File: src/rtl/config_scan_loader_pkg.sv
// Shared definitions for the CLB configuration scan loader: CLB geometry,
// the derived chain length, words-per-load helper and the loader FSM states.
package config_scan_loader_pkg;

  localparam int CLB_IN_WIDTH   = 4;
  localparam int CONN_SEL_WIDTH = 3;

  // is_comb bit + connection-mux selects + LUT SRAM
  localparam int DEF_CHAIN_LEN  = CONN_SEL_WIDTH * CLB_IN_WIDTH + 2**CLB_IN_WIDTH + 1;
  localparam int DEF_WORD_WIDTH = 8;
  localparam int DEF_CNT_WIDTH  = 5;

  // Host words needed to cover the whole chain
  function automatic int num_words(input int chain_len, input int word_width);
    return (chain_len + word_width - 1) / word_width;
  endfunction

  localparam int DEF_NUM_WORDS = num_words(DEF_CHAIN_LEN, DEF_WORD_WIDTH);

  typedef enum logic [2:0] {
    ST_IDLE,
    ST_WAIT_WORD,
    ST_SHIFT,
    ST_VERIFY,
    ST_DONE
  } load_state_t;

endpackage

File: src/rtl/config_scan_loader_cfg_word_serializer.sv
// Parallel-load PISO for one host configuration word, LSB out first.
// bit_idx counts bits shifted out since the last load.
module cfg_word_serializer #(
  parameter int WORD_WIDTH = 8,
  parameter int IDX_WIDTH  = 3
) (
  input  logic                  clk,
  input  logic                  rst,
  input  logic                  load,
  input  logic                  shift,
  input  logic [WORD_WIDTH-1:0] data,
  output logic                  sout,
  output logic [IDX_WIDTH-1:0]  bit_idx
);

  logic [WORD_WIDTH-1:0] sreg;

  // Load a fresh word or move the next bit into position 0
  always_ff @(posedge clk) begin
    if (rst) begin
      sreg    <= '0;
      bit_idx <= '0;
    end else if (load) begin
      sreg    <= data;
      bit_idx <= '0;
    end else if (shift) begin
      sreg    <= sreg >> 1;
      bit_idx <= bit_idx + IDX_WIDTH'(1);
    end
  end

  assign sout = sreg[0];

endmodule

File: src/rtl/config_scan_loader.sv
// Bitstream loader feeding the CLB configuration scan chain. Host words are
// accepted over valid/ready and serialised LSB-first onto chain_sin while
// chain_sen is high; exactly CHAIN_LEN bits are shifted per load.
// Optional feature: define CONFIG_VERIFY_EN to add a recirculating readback
// pass that compares load parity against chain_sout parity.
module config_scan_loader
  import config_scan_loader_pkg::*;
#(
  parameter int WORD_WIDTH = DEF_WORD_WIDTH,
  parameter int CHAIN_LEN  = DEF_CHAIN_LEN,
  parameter int CNT_WIDTH  = DEF_CNT_WIDTH
) (
  input  logic                  clk,
  input  logic                  rst,
  input  logic                  start,
  input  logic [WORD_WIDTH-1:0] cfg_data,
  input  logic                  cfg_valid,
  output logic                  cfg_ready,
  output logic                  chain_sin,
  output logic                  chain_sen,
  input  logic                  chain_sout,
  output logic                  busy,
  output logic                  done,
  output logic                  verify_err
);

  localparam int IDX_WIDTH = (WORD_WIDTH > 1) ? $clog2(WORD_WIDTH) : 1;
  localparam logic [CNT_WIDTH-1:0] LAST_BIT = CNT_WIDTH'(CHAIN_LEN - 1);
  localparam logic [IDX_WIDTH-1:0] LAST_IDX = IDX_WIDTH'(WORD_WIDTH - 1);

  load_state_t          state;
  logic [CNT_WIDTH-1:0] bit_cnt;
  logic                 ser_load;
  logic                 ser_shift;
  logic                 ser_bit;
  logic [IDX_WIDTH-1:0] bit_idx;

  assign ser_load  = (state == ST_WAIT_WORD) && cfg_valid && cfg_ready;
  assign ser_shift = (state == ST_SHIFT);

  cfg_word_serializer #(
    .WORD_WIDTH (WORD_WIDTH),
    .IDX_WIDTH  (IDX_WIDTH)
  ) u_ser (
    .clk     (clk),
    .rst     (rst),
    .load    (ser_load),
    .shift   (ser_shift),
    .data    (cfg_data),
    .sout    (ser_bit),
    .bit_idx (bit_idx)
  );

`ifdef CONFIG_VERIFY_EN
  logic                 load_par;
  logic                 rb_par;
  logic [CNT_WIDTH-1:0] vfy_cnt;
`endif

  // Loader FSM with registered handshake, chain-enable and status outputs
  always_ff @(posedge clk) begin
    if (rst) begin
      state      <= ST_IDLE;
      cfg_ready  <= 1'b0;
      chain_sen  <= 1'b0;
      busy       <= 1'b0;
      done       <= 1'b0;
      bit_cnt    <= '0;
`ifdef CONFIG_VERIFY_EN
      verify_err <= 1'b0;
      load_par   <= 1'b0;
      rb_par     <= 1'b0;
      vfy_cnt    <= '0;
`endif
    end else begin
      case (state)
        ST_IDLE, ST_DONE: begin
          if (start) begin
            state     <= ST_WAIT_WORD;
            cfg_ready <= 1'b1;
            busy      <= 1'b1;
            done      <= 1'b0;
            bit_cnt   <= '0;
`ifdef CONFIG_VERIFY_EN
            verify_err <= 1'b0;
            load_par   <= 1'b0;
            rb_par     <= 1'b0;
            vfy_cnt    <= '0;
`endif
          end
        end
        ST_WAIT_WORD: begin
          if (ser_load) begin
            state     <= ST_SHIFT;
            cfg_ready <= 1'b0;
            chain_sen <= 1'b1;
          end
        end
        ST_SHIFT: begin
          bit_cnt <= bit_cnt + CNT_WIDTH'(1);
`ifdef CONFIG_VERIFY_EN
          load_par <= load_par ^ ser_bit;
`endif
          // Chain completion wins over word completion, so surplus bits of
          // the final word are never shifted
          if (bit_cnt == LAST_BIT) begin
`ifdef CONFIG_VERIFY_EN
            state <= ST_VERIFY;
`else
            state     <= ST_DONE;
            chain_sen <= 1'b0;
            busy      <= 1'b0;
            done      <= 1'b1;
`endif
          end else if (bit_idx == LAST_IDX) begin
            state     <= ST_WAIT_WORD;
            chain_sen <= 1'b0;
            cfg_ready <= 1'b1;
          end
        end
`ifdef CONFIG_VERIFY_EN
        ST_VERIFY: begin
          rb_par  <= rb_par ^ chain_sout;
          vfy_cnt <= vfy_cnt + CNT_WIDTH'(1);
          if (vfy_cnt == LAST_BIT) begin
            state      <= ST_DONE;
            chain_sen  <= 1'b0;
            busy       <= 1'b0;
            done       <= 1'b1;
            // Fold in the final readback bit that rb_par has not seen yet
            verify_err <= load_par ^ rb_par ^ chain_sout;
          end
        end
`endif
        default: begin
          state     <= ST_IDLE;
          cfg_ready <= 1'b0;
          chain_sen <= 1'b0;
          busy      <= 1'b0;
        end
      endcase
    end
  end

`ifdef CONFIG_VERIFY_EN
  // Recirculate the chain during readback so its contents are restored
  assign chain_sin = (state == ST_VERIFY) ? chain_sout : (chain_sen & ser_bit);
`else
  logic unused_sout;
  assign unused_sout = chain_sout;
  assign chain_sin   = chain_sen & ser_bit;
  assign verify_err  = 1'b0;
`endif

endmodule
File: config.mk
export PLATFORM = sky130hd
export DESIGN_NAME = config_scan_loader
export DESIGN_NICKNAME = d
export VERILOG_FILES = /design/src/rtl/config_scan_loader_pkg.sv /design/src/rtl/config_scan_loader_cfg_word_serializer.sv /design/src/rtl/config_scan_loader.sv
export SDC_FILE = /design/constraint.sdc
export NUM_CORES = 1
export LEC_CHECK = 0
export ABC_AREA = 1
export BUFFER_PORTS_ARGS = -buffer_cell sky130_fd_sc_hd__buf_2
export CAP_MARGIN = 20
export CORE_AREA = 4 4 54 56
export CTS_CLUSTER_DIAMETER = 120
export DETAILED_ROUTE_END_ITERATION = 7
export DIE_AREA = 0 0 58 60
export GPL_ROUTABILITY_DRIVEN = 0
export PLACE_DENSITY = 0.69
export SETUP_SLACK_MARGIN = 0.1
export SYNTH_ARGS = -nofsm -noshare
export SYNTH_HDL_FRONTEND = slang
export SYNTH_SLANG_ARGS = --single-unit
File: constraint.sdc
create_clock -name clk -period 1.27 [get_ports clk]
set_clock_uncertainty 0.1 [all_clocks]
set_input_delay 0.127 -clock clk [delete_from_list [all_inputs] [get_ports clk]]
set_output_delay 0.127 -clock clk [all_outputs]
set_load 0.005 [all_outputs]
==> results of run 1 <==
power breakdown:
| part | switching [mW] | internal [mW] |
|---|---|---|
| sequential | 0.0594 | 0.791 |
| combinational | 0.304 | 0.267 |
| clock | 0.237 | 0.118 |
| total | 0.600 | 1.18 |
worst max-delay path: stages (launching register included):
cell and delay [ps]:
dfxtp_2 350, inv_2 60, ha_4 150, nand2_4 50
nor2_4 130, nor2_4 50, nand2_2 100, nand2_1 60
nand2_1 80, a21oi_2 50
kinds of logic after synthesis:
family / share of synthesized area
AOI/OAI and AO/OA: 0.181
xor gates and xnor gates: 0.00788
adders and majority gates: 0.0450
buffers and inverters: 0.0856
DFF: 0.414
other: 0.00338
and+or+nand+nor: 0.262
final timing paths:
path | from | end | cells past startpoint
setup / recovery | bit_cnt[0] | state[2] | 9
hold / removal | cfg_valid | chain_sen | 5
setup reg to reg | bit_cnt[0] | state[2] | 9
hold reg to reg | busy | busy | 2
synth_stat cells, types with 2 or more instances:
| cell type | n |
|---|---|
| nand3_1 | 8 |
| o21ai_0 | 4 |
| nor2_2 | 2 |
| a22oi_1 | 5 |
| a21oi_2 | 2 |
| inv_1 | 14 |
| ha_1 | 4 |
| dfxtp_1 | 23 |
| a21oi_1 | 21 |
| nor2_4 | 2 |
| nor2_1 | 12 |
| nand2_1 | 33 |
| inv_2 | 2 |
cells in the final DEF, fill, tap and decap left out, types with 2 or more instances in the layout:
master / count
a21oi_1: 19
a21oi_2: 4
a22oi_1: 2
a22oi_2: 4
buf_2: 16
buf_4: 14
clkbuf_4: 3
dfxtp_1: 15
dfxtp_2: 6
dfxtp_4: 2
dlygate4sd3_1: 10
ha_4: 2
inv_1: 8
inv_2: 8
nand2_1: 30
nand2_2: 2
nand2_4: 3
nand3_1: 8
nor2_1: 10
nor2_2: 2
nor2_4: 4
o21ai_1: 2
per-stage QoR:
stage                     cell area [um^2]  power, mW  TNS, ps  hold slack [ps]
after detailed placement              1340       1.35    -18.5              278
after global placement                1340       1.33        0              282
after floorplan                       1150       1.19        0             96.1
final                                 1580       1.78        0              160
after CTS                             1520       1.76        0              206
after global routing                  1580       1.88     -422              173
per-layer routing:
layer  share of wire  up-vias
met4           0.026        0
met2            0.49       25
met3           0.046        7
met1            0.44      479
li1                -      557
met5               0        -
area by class of cell:
type                            count  area (um^2)
Clock buffer                        3         22.5
Clock inverter                      1         5.00
Multi-Input combinational cell    101          649
Fill cell                         207          855
Sequential cell                    23          475
Tap cell                           30         37.5
Inverter                           17         71.3
Timing Repair Buffer               42          317
sequential cells by signal (all words and copies together) (netlist names):
name / count
u_ser.sreg: 8
bit_cnt: 5
state: 3
u_ser.bit_idx: 3
busy: 1
cfg_ready: 1
chain_sen: 1
done: 1
what timing repair did:
action,4_1_cts,5_1_grt
setup buffers,2,3
pin swaps,4,8
resized for setup,16,13
hold buffers,10,0
endpoints found under the setup margin,23,24
endpoints found under the hold margin,11,0
==> summary.txt, run 1 <==
Run status
  – Status: complete, no violations

Global route
  – First-pass GRT wire length: 3900 um
  – Initial antenna violation count: 0
  – GR Util met2: 0.242
  – Grt ovf: 0
  – Vias in the first global route: 964
  – Busiest grt layer: met2
  – Met3 GRT Util: 0.0281
  – Global Route Usage Sum: 0.146
  – Met1 GRT Util: 0.176
  – Pin count of the biggest net entering global routing: 14

CTS
  – CTS tree: done
  – Cts bufs inserted: 3
  – Root Buffer: clkbuf_4
  – CTS Sinks: 23
  – H-tree levels: 1
  – Worst skew pair latency: 320 ps
  – Reg clk slew, reported paths: 130 ps
  – CTS max path bufs: 2

Finish
  – # diodes: 0
  – Layout area overhead: 42.0%
  – Final nets: 205
  – Fin util: 0.649
  – Non-filler cells, final: 217
  – Share of cells above drive strength 1: 0.422

Routing
  – Via count: 1068
  – First-pass DRT Iterations: 4
  – WL per Instance: 10.9 um
  – DRC violations left: 0
  – Via density: 4.92
  – Overall routed net length: 2370 um
  – Post-route ant nets: 0
  – Drt initial violations: 37

Yosys
  – Post-synth EDFFs: 0
  – Sequential-to-total area share from yosys stat: 0.414
  – Synth unique cells: 25
  – Mean Syn Cell Area: 7.72 um^2
  – #FFs+latches synth: 23
  – Synthesized instance count: 144
  – Ys flop type: dfxtp_1
  – Synth area leaders: dfxtp_1 (41%), nand2_1 (11%), a21oi_1 (9.5%), inv_1 (4.7%), ha_1 (4.5%)
  – Yosys synthesis warning count: 0
  – Synthesized area: 1110 um^2
  – Yosys top cell by area: dfxtp_1
  – Syn nets: 161
  – Top cell type's share of synthesized area: 0.414
  – Async SR Flop Fraction: 0

Floorplanning
  – Die width: 58 um
  – FP Rows: 18
  – I/O pin count: 19
  – Core Region: 2430 um^2
  – Die Height: 60 um
  – Initial Utilization: 0.457
  – Die Area: 3480 um^2

Power
  – Lkg Pwr: 0.672 nW
  – Peak supply drop: 0.749 mV
  – Pwr Density: 1130 nW/um^2

STA
  – Final hold violation count: 0
  – Worst setup margin: 0.578 ps
  – Slew Viols, Final: 0
  – RSZ-0062 raised after global routing: true
  – Max Fclk: 788 MHz
  – Final Cycle Share: 1.00
  – Minimum clock period: 1270 ps
  – Final setup vio count: 0

Worst setup path
  – FF-to-FF setup slack: 0.6 ps
  – Req. time, crit path: 1400 ps
  – Setup CP Type: reg -> reg
  – Crit-path max FO: 4
  – Crit. End Element: register
  – CP Launch Type: register
  – CP Data Arrival Time: 1400 ps

Placement
  – Port bufs: 16
  – Dpl cells: 198
  – Post-Place Worst Slack: -18.5 ps
  – Post-detail-place hpwl: 1730 um

Hold path
  – Worst Hold Class: in -> reg

Flow run
  – Max Cap Viol: 0
(Power assumes the default switching activity.)
==> inputs of run 2 (changes only) <==
PLACE_DENSITY = unset   (was 0.69)
PLACE_DENSITY_LB_ADDON = 0.25   (was unset)
==> summary.txt, run 2 (synthesis results as in run 1) <==
Global route
  – Busiest grt layer: met2
  – First-pass GRT wire length: 4340 um
  – GR Util met2: 0.311
  – Met1 GRT Util: 0.174
  – Initial antenna violation count: 0
  – Met3 GRT Util: 0.0302
  – Grt ovf: 0
  – Vias in the first global route: 1062
  – Pin count of the biggest net entering global routing: 14
  – Global Route Usage Sum: 0.162

Floorplanning
  – Die Height: 60 um
  – I/O pin count: 19
  – Initial Utilization: 0.457
  – FP Rows: 18
  – Die width: 58 um
  – Core Region: 2430 um^2
  – Die Area: 3480 um^2

CTS
  – CTS max path bufs: 2
  – CTS Sinks: 23
  – CTS tree: done
  – Worst skew pair latency: 320 ps
  – H-tree levels: 1
  – Root Buffer: clkbuf_4
  – Cts bufs inserted: 3
  – Reg clk slew, reported paths: 140 ps

Hold path
  – Worst Hold Class: in -> reg

Finish
  – # diodes: 0
  – Share of cells above drive strength 1: 0.548
  – Finished Cell Area: 1710 um^2
  – Most frequent cells in the layout: nand2_1 (23), buf_2 (16), dfxtp_1 (15)
  – Layout area overhead: 54.1%
  – Regs by FF count: u_ser.sreg (8), bit_cnt (5)
  – Fin util: 0.704
  – Footprint of the multi-input gates: 747 um^2
  – FF/Latch Area: 478 um^2
  – Final nets: 206
  – Non-filler cells, final: 218
  – Fillers: 195
  – Register with the most flip-flops: u_ser.sreg
  – Most common cell after layout, fill and taps aside: nand2_1
  – Max reg flops: 8

STA
  – Minimum clock period: 1270 ps
  – Final hold violation count: 0
  – Max Fclk: 789 MHz
  – Setup TNS Final: 0 ps
  – Slew Viols, Final: 0
  – RSZ-0062 raised after global routing: true
  – Final Cycle Share: 0.998
  – Final setup vio count: 0

Routing
  – DRC violations left: 0
  – First-pass DRT Iterations: 4
  – Via count: 1111
  – Via density: 5.10
  – Post-route ant nets: 0
  – Drt initial violations: 25
  – Overall routed net length: 2840 um
  – WL per Instance: 13.0 um

Power
  – Flop pwr share: 0.457
  – Internal: 1.21 mW
  – Clock power frac: 0.188
  – Switching Power: 0.653 mW
  – Logic gate share of total power: 0.355
  – Lkg Pwr: 0.726 nW
  – Pwr Total: 1.86 mW
  – Pwr Density: 1090 nW/um^2
  – Peak supply drop: 0.721 mV
  – Sw Ratio: 0.351

Worst setup path
  – CP Data Arrival Time: 1430 ps
  – Crit. End Element: register
  – Req. time, crit path: 1430 ps
  – Setup CP Type: reg -> reg
  – Crit-path max FO: 4
  – CP Launch Type: register

Run status
  – Status: complete, no violations

Placement
  – Port bufs: 16
  – Dpl cells: 196
  – Placed cell area: 1320 um^2
  – Post-detail-place hpwl: 1740 um

Flow run
  – Max Cap Viol: 0
[run 2: final cells by class]
| class | instances | share of cell area |
|---|---|---|
| multi-input cells | 101 | 0.436 |
| flip-flops and latches | 23 | 0.279 |
| repair buffers | 42 | 0.195 |
| inverters | 17 | 0.0417 |
| well taps | 30 | 0.0219 |
| clock buffers | 3 | 0.0132 |
| repair inverters | 1 | 0.00950 |
| clock inverters | 1 | 0.00292 |
[run 2: worst max-delay path, stage by stage, from the launching register on]
cell	delay [ps]
dfxtp_2	350
inv_2	40
ha_4	150
nand2_4	60
nor2_4	50
nor2_4	150
nand2_4	80
buf_4	140
a21oi_2	100
[run 2: per-stage QoR]
| stage | setup slack, ps | hold slack, ps |
|---|---|---|
| 4_1_cts | 38.4 | 16.1 |
| 6_report | 2.13 | 37.8 |
| 3_5_place_dp | -15.0 | 293 |
| 3_3_place_gp | 13.0 | 282 |
| 5_1_grt | -76.1 | 45.9 |
| 2_1_floorplan | 64.3 | 96.1 |
[run 2: final timing paths]
path | start | endpoint | slack [ps] | depth (start not counted)
min reg2reg | busy | busy | 360 | 2
min | cfg_data[0] | u_ser.sreg[0] | 40 | 5
max reg2reg | bit_cnt[0] | state[1] | 2 | 8
max | bit_cnt[0] | state[1] | 2 | 8
[run 2: power by group through the flow]
stage / Sequential (mW) / Clock [mW] / Combinational, mW
2_1_floorplan: 0.850 / 0 / 0.340
3_3_place_gp: 0.847 / 0 / 0.479
3_5_place_dp: 0.851 / 0 / 0.494
4_1_cts: 0.851 / 0.359 / 0.596
5_1_grt: 0.860 / 0.396 / 0.719
6_report: 0.851 / 0.349 / 0.661
[run 2: layer usage]
| layer | vias up | share of wire |
|---|---|---|
| li1 | 558 | - |
| met1 | 531 | 0.43 |
| met2 | 18 | 0.53 |
| met3 | 4 | 0.030 |
| met4 | 0 | 0.0081 |
| met5 | - | 0 |
[run 2: what timing repair did]
action | CTS | global route
hold endpoints to repair | 9 | 1
setup endpoints to repair | 23 | 24
pin swaps | 21 | 15
cloned | 1 | 0
setup buffers | 6 | 2
gates resized for setup | 34 | 27
hold buffers | 8 | 1
